===== src/rtl/matrix_bcd_loader_pkg.sv =====
// Shared definitions for the matrix BCD loader and the display top:
// FSM encoding, element count and digit-slot addressing.
package matrix_bcd_loader_pkg;

    localparam logic [2:0] S_IDLE   = 3'd0;
    localparam logic [2:0] S_READ   = 3'd1;
    localparam logic [2:0] S_WAIT   = 3'd2;
    localparam logic [2:0] S_CONV   = 3'd3;
    localparam logic [2:0] S_STORE  = 3'd4;
    localparam logic [2:0] S_PEND   = 3'd5;
    localparam logic [2:0] S_COMMIT = 3'd6;

    localparam int unsigned MATRIX_N_DEF = 3;
    localparam int unsigned MATRIX_M_DEF = 3;
    localparam int unsigned NUM_MATS_DEF = 3;
    localparam int unsigned E_DEF = NUM_MATS_DEF * MATRIX_N_DEF * MATRIX_M_DEF;

    function automatic int unsigned elem_count(
        input int unsigned nmats,
        input int unsigned n,
        input int unsigned m
    );
        return nmats * n * m;
    endfunction

    // Bus is laid out row-major across all matrices, digit 0 = MSD
    function automatic int unsigned slot_base(
        input int unsigned i,
        input int unsigned j,
        input int unsigned k,
        input int unsigned l,
        input int unsigned nmats,
        input int unsigned m,
        input int unsigned digits
    );
        return (((i * nmats + j) * m + k) * digits + l) * 4;
    endfunction

endpackage


===== src/rtl/matrix_bcd_loader_dabble.sv =====
// One double-dabble iteration: add 3 to nibbles >= 5, then shift
// the concatenated {bcd, bin} left by one bit.
module bcd_dabble_step
    import matrix_bcd_loader_pkg::*;
#(
    parameter int DIGITS = 5,
    parameter int DATA_W = 16
) (
    input  logic [DIGITS*4-1:0] bcd_i,
    input  logic [DATA_W-1:0]   bin_i,
    output logic [DIGITS*4-1:0] bcd_o,
    output logic [DATA_W-1:0]   bin_o
);

    logic [DIGITS*4-1:0] adj;

    always_comb begin
        adj = bcd_i;
        for (int d = 0; d < DIGITS; d++) begin
            if (bcd_i[d*4 +: 4] >= 4'd5) begin
                adj[d*4 +: 4] = bcd_i[d*4 +: 4] + 4'd3;
            end
        end
    end

    assign bcd_o = {adj[DIGITS*4-2:0], bin_i[DATA_W-1]};
    assign bin_o = {bin_i[DATA_W-2:0], 1'b0};

endmodule


===== src/rtl/matrix_bcd_loader.sv =====
// Fetches matrix elements, converts them to BCD and commits the
// whole digit bus to the renderers during vertical blanking.
module matrix_bcd_loader
    import matrix_bcd_loader_pkg::*;
#(
    parameter int MATRIX_N = 3,
    parameter int MATRIX_M = 3,
    parameter int NUM_MATS = 3,
    parameter int DIGITS   = 5,
    parameter int DATA_W   = 16,
    parameter int ADDR_W   = 5,
    parameter int LZ_BLANK = 1
) (
    input  logic                                          clk,
    input  logic                                          reset_n,
    input  logic                                          start,
    input  logic                                          vblank,
    output logic                                          mem_rd_en,
    output logic [ADDR_W-1:0]                             mem_addr,
    input  logic [DATA_W-1:0]                             mem_rdata,
    output logic                                          busy,
    output logic                                          done,
    output logic [NUM_MATS*MATRIX_N*MATRIX_M*DIGITS*4-1:0] bcd_out
);

    localparam int unsigned E = elem_count(NUM_MATS, MATRIX_N, MATRIX_M);
    localparam int BW    = DIGITS * 4;
    localparam int TOT_W = NUM_MATS * MATRIX_N * MATRIX_M * DIGITS * 4;
    localparam int SW    = $clog2(TOT_W);
    localparam int CW    = $clog2(DATA_W);
    localparam int IW    = $clog2(MATRIX_N + 1);
    localparam int JW    = $clog2(NUM_MATS + 1);
    localparam int KW    = $clog2(MATRIX_M + 1);

    logic [2:0]        state_q, state_d;
    logic [ADDR_W-1:0] addr_q, addr_d;
    logic [IW-1:0]     i_q, i_d;
    logic [JW-1:0]     j_q, j_d;
    logic [KW-1:0]     k_q, k_d;
    logic [CW-1:0]     cnt_q, cnt_d;
    logic [DATA_W-1:0] bin_q, bin_d;
    logic [BW-1:0]     bcd_q, bcd_d;
    logic [TOT_W-1:0]  shadow_q, shadow_d;
    logic [TOT_W-1:0]  out_q, out_d;

    logic [BW-1:0]     step_bcd;
    logic [DATA_W-1:0] step_bin;
    logic [SW-1:0]     ebase;

    bcd_dabble_step #(
        .DIGITS(DIGITS),
        .DATA_W(DATA_W)
    ) u_step (
        .bcd_i(bcd_q),
        .bin_i(bin_q),
        .bcd_o(step_bcd),
        .bin_o(step_bin)
    );

    // Reorders to MSD-first slot layout and blanks leading zeros
    function automatic logic [BW-1:0] to_slot(input logic [BW-1:0] bcd);
        logic [BW-1:0] s;
        logic          seen;
        logic [3:0]    dg;
        s    = '0;
        seen = 1'b0;
        for (int l = 0; l < DIGITS; l++) begin
            dg = bcd[(DIGITS-1-l)*4 +: 4];
            if (dg != 4'd0) seen = 1'b1;
            if (LZ_BLANK != 0 && !seen && l != DIGITS - 1) dg = 4'hF;
            s[l*4 +: 4] = dg;
        end
        return s;
    endfunction

    assign ebase = SW'(slot_base(32'(i_q), 32'(j_q), 32'(k_q), 0,
                                 NUM_MATS, MATRIX_M, DIGITS));

    always_comb begin
        state_d  = state_q;
        addr_d   = addr_q;
        i_d      = i_q;
        j_d      = j_q;
        k_d      = k_q;
        cnt_d    = cnt_q;
        bin_d    = bin_q;
        bcd_d    = bcd_q;
        shadow_d = shadow_q;
        out_d    = out_q;
        unique case (state_q)
            S_IDLE: begin
                if (start) begin
                    state_d = S_READ;
                    addr_d  = '0;
                    i_d     = '0;
                    j_d     = '0;
                    k_d     = '0;
                end
            end
            S_READ: state_d = S_WAIT;
            S_WAIT: begin
                bin_d   = mem_rdata;
                bcd_d   = '0;
                cnt_d   = '0;
                state_d = S_CONV;
            end
            S_CONV: begin
                bcd_d = step_bcd;
                bin_d = step_bin;
                if (cnt_q == CW'(DATA_W - 1)) state_d = S_STORE;
                else cnt_d = cnt_q + CW'(1);
            end
            S_STORE: begin
                shadow_d[ebase +: BW] = to_slot(bcd_q);
                if (addr_q == ADDR_W'(E - 1)) begin
                    state_d = S_PEND;
                end else begin
                    state_d = S_READ;
                    addr_d  = addr_q + ADDR_W'(1);
                    if (k_q == KW'(MATRIX_M - 1)) begin
                        k_d = '0;
                        if (i_q == IW'(MATRIX_N - 1)) begin
                            i_d = '0;
                            j_d = j_q + JW'(1);
                        end else begin
                            i_d = i_q + IW'(1);
                        end
                    end else begin
                        k_d = k_q + KW'(1);
                    end
                end
            end
            S_PEND: if (vblank) state_d = S_COMMIT;
            S_COMMIT: begin
                out_d   = shadow_q;
                state_d = S_IDLE;
            end
            default: state_d = S_IDLE;
        endcase
    end

    always_ff @(posedge clk or negedge reset_n) begin
        if (!reset_n) begin
            state_q  <= S_IDLE;
            addr_q   <= '0;
            i_q      <= '0;
            j_q      <= '0;
            k_q      <= '0;
            cnt_q    <= '0;
            bin_q    <= '0;
            bcd_q    <= '0;
            shadow_q <= '1;
            out_q    <= '1;
        end else begin
            state_q  <= state_d;
            addr_q   <= addr_d;
            i_q      <= i_d;
            j_q      <= j_d;
            k_q      <= k_d;
            cnt_q    <= cnt_d;
            bin_q    <= bin_d;
            bcd_q    <= bcd_d;
            shadow_q <= shadow_d;
            out_q    <= out_d;
        end
    end

    assign busy      = (state_q != S_IDLE);
    assign done      = (state_q == S_COMMIT);
    assign mem_rd_en = (state_q == S_READ);
    assign mem_addr  = addr_q;
    assign bcd_out   = out_q;

endmodule


===== config.mk =====
export PLATFORM = sky130hd
export DESIGN_NAME = matrix_bcd_loader
export DESIGN_NICKNAME = d
export VERILOG_FILES = /design/src/rtl/matrix_bcd_loader_pkg.sv /design/src/rtl/matrix_bcd_loader_dabble.sv /design/src/rtl/matrix_bcd_loader.sv
export SDC_FILE = /design/constraint.sdc
export NUM_CORES = 2
export LEC_CHECK = 0
export BUFFER_PORTS_ARGS = -buffer_cell sky130_fd_sc_hd__buf_4
export CORE_MARGIN = 4
export CORE_UTILIZATION = 55
export DETAILED_ROUTE_END_ITERATION = 7
export PLACE_DENSITY = 0.77
export SLEW_MARGIN = 30
export SYNTH_ARGS = -nofsm -noshare
export SYNTH_HDL_FRONTEND = slang
export SYNTH_SLANG_ARGS = --single-unit

===== constraint.sdc =====
create_clock -name clk -period 9.9 [get_ports clk]
set_input_delay 0.495 -clock clk [delete_from_list [all_inputs] [get_ports clk]]
set_output_delay 0.495 -clock clk [all_outputs]
set_load 0.01 [all_outputs]

==> metrics.md <==
| Metric | Value |
|---|---|
| Avg WL per Cell | `24.2 um` |
| Vias in the first global route | `35832` |
| Hold path start | `mem_rdata[0]` |
| Critical-path cell list | `fa_1 > ha_1 > inv_1 > fa_1 > inv_1 > ha_1 > fa_1 > xor2_1 > ha_1 > ha_1 > fa_1 > or3_1 > nor3_2 > o21ai_1 > xnor2_2 > nand3_1 > nor3_1 > mux2_2` |
| Post-synth EDFFs | `0` |
| Gr usage total | `0.317` |
| Peak Freq | `136 MHz` |
| Residual DRC | `0` |
| Gr ovfl total | `0` |
| Status | `finished clean` |
| Yosys warns | `0` |
| Synth Register Bits | `1134` |
| Initial antenna violation count | `4` |
| Clock skew | `0.0543 ns` |
| CP bufs+invs | `2` |
| Worst rel slew slack | `0.296` |
| Drt initial violations | `3515` |
| Final WL | `150 mm` |
| Io pins | `568` |
| Top Family by Delay on Critical Path | `adder cells` |
| Worst skew pair latency | `0.70 ns` |
| Sum Neg Setup Slack | `0 ns` |
| CP required | `10.52 ns` |
| Hold Vio Cnt, Final | `0` |
| Clock sinks | `1134` |
| Kind of critical path | `flop to flop` |
| Asr flop ratio synth | `1.00` |
| First-pass GRT wire length | `226 mm` |
| H-tree depth | `3` |
| Syn nets | `4499` |
| First drt pass iteration count | `7` |
| Worst-path clk slew | `0.06 ns` |
| Rows | `108` |
| FILL cells | `6621` |
| Total number of vias | `35820` |
| Worst r2r path cells | `18` |
| Critical Path Source Type | `flop` |
| Slowest Stage Delay on Critical Path | `0.81 ns` |
| Syn-to-layout area delta | `19.5%` |
| Post-route ant nets | `0` |
| Post-Syn Area | `0.0485 mm^2` |
| PortBufs | `567` |
| Prevailing post-synth register cell | `dfstp_2` |
| Max-cap check violation count | `0` |
| Hold Path Depth | `3` |
| Reg2Reg Setup Slack | `2.52 ns` |
| CP max FO | `11` |
| RD Place Congestion | `0.992` |
| Critical path data arrival time | `8.00 ns` |
| Full die area | `0.0929 mm^2` |
| Post-CTS setup buffer count | `0` |
| Ratio of cells with drive above 1 in the final layout | `0.485` |
| Initial Util | `0.556` |
| Gate Count Post-Synth | `4435` |
| RR Startpoint | `i_q[0]` |
| Root buf cell | `clkbuf_16` |
| Period utilization | `0.745` |
| Crit path max-delay cell type | `nand3_1` |
| Detailed Place HPWL | `106 mm` |
| CTS Buf Count | `111` |
| RSZ-0062 raised after global routing | `false` |
| Die height | `305 um` |
| TritonCTS clock tree | `done` |
| Worst Hold End | `bin_q[0]` |
| Syn Area/Cell | `10.9 um^2` |
| Largest net degree at the start of global routing | `228` |
| Worst min-delay path class | `input pin to flop` |
| Final Critical Period | `7.38 ns` |
| # setup viols final | `0` |
| Post-synthesis sequential area ratio | `0.613` |
| Crit Reg-Reg Endpoint | `shadow_q[405]` |
| Critical Path Sink Type | `flop` |
| Netlist cell types | `80` |
| Area occupied by multi-input gates | `0.0179 mm^2` |
| Max Slew Vio Count | `0` |
| Die X | `305 um` |
| Total core area | `0.0872 mm^2` |
| Longest Clk Path Bufs | `3` |
| Register area | `0.0297 mm^2` |
| Number of vias per cell | `5.76` |
| Final #Nets | `5034` |
| Antenna cells | `0` |
| Slew @ Worst Pin | `1.05 ns` |
-- how the worst max path moves through the flow --
| stage | cells past startpoint | to | from |
|---|---|---|---|
| 3_3_place_gp | 18 | shadow_q[278] | i_q[0] |
| 5_1_grt | 18 | shadow_q[405] | i_q[0] |
| 4_1_cts | 18 | shadow_q[405] | i_q[0] |
| 3_5_place_dp | 18 | shadow_q[407] | i_q[0] |
| 6_report | 18 | shadow_q[405] | i_q[0] |
| 2_1_floorplan | 20 | shadow_q[508] | i_q[0] |
-- logic make-up (layout without fill, tap and decap cells) --
family | count (synthesis) | count (layout) | synth area share
buffers and inverters | 250 | 875 | 0.0207
DFF | 1134 | 1134 | 0.613
AOI/OAI and AO/OA | 383 | 383 | 0.0577
adders and majority gates | 44 | 44 | 0.0121
xor gates and xnor gates | 14 | 14 | 0.00299
muxes | 524 | 524 | 0.121
and+or+nand+nor | 2086 | 2086 | 0.172
-- stage by stage --
step,instance area [um^2],instances,hold slack [ns],setup slack [ns],util
2_1_floorplan,48500,4435,0.199,4.00,-
3_3_place_gp,54000,6007,0.436,2.57,0.619
3_5_place_dp,54000,6008,0.441,2.61,0.620
4_1_cts,57800,6212,0.0154,2.54,0.663
5_1_grt,57900,6215,0.0519,2.19,0.664
6_report,57900,6215,0.0511,2.52,0.664
-- worst min-delay path: cells and delay by family --
kind | cells | cell delay, ns
simple gates | 2 | 0.13
buf+inv | 1 | 0.08
-- layer usage --
metal / track usage / part of all wire / routed length [um] / vias to the layer above
li1: - / - / - / 15797
met1: 0.427 / 0.40 / 60700 / 18079
met2: 0.499 / 0.46 / 69600 / 1613
met3: 0.0845 / 0.093 / 14000 / 331
met4: 0.115 / 0.040 / 6020 / 0
met5: 0 / 0 / 0 / -
-- flip-flops by register name, indices dropped and copies added, names as in the netlist --
name      cells
shadow_q    540
bcd_out     540
i_q           2
bin_q        16
k_q           2
cnt_q         4
j_q           2
bcd_q        20
mem_addr      5
state_q       3
-- cell type report --
class	count	share of cell area
inverters	34	0.00233
clock inverters	41	0.00959
clock buffers	162	0.0558
multi-input cells	3051	0.308
well taps	1155	0.0250
flip-flops and latches	1134	0.513
repair buffers	638	0.0856
-- cell usage after synthesis, types with 12 or more instances --
cell,count,area (um^2)
nand3_1,52,260
o21ai_0,61,305
o21ai_1,18,90.1
ha_1,39,488
nand2b_1,17,106
mux2_1,23,259
mux2_2,478,5380
nor3_1,29,145
buf_1,12,45.0
nor2_1,118,443
a22o_1,42,368
dfstp_2,1080,28400
o22ai_1,77,482
nand2_1,1786,6700
a21oi_1,60,300
clkbuf_1,166,623
mux2i_1,23,230
dfrtp_1,54,1350
buf_2,32,160
inv_1,32,120
nor3_2,12,120
-- cells in the final DEF, fill, tap and decap left out, types with 28 or more instances in the layout --
master,Yosys,routed
nor2_1,118,118
dfstp_2,1080,1080
nor3_1,29,28
o21ai_0,61,59
ha_1,39,39
dfrtp_1,54,54
o22ai_1,77,72
mux2_2,478,478
nand3_1,52,51
inv_1,32,32
clkbuf_16,0,111
a21oi_1,60,60
buf_4,5,625
a22o_1,42,42
nand2_1,1786,1786
-- timing repair --
item / in CTS / in global routing
hold buffers: 1 / 0
hold endpoints to repair: 6 / 0
setup endpoints to repair: 0 / 0
gates resized for setup: 0 / 0
Power is not shown: default switching activity piles up to over one toggle a cycle in this logic, so the estimate is an artifact.
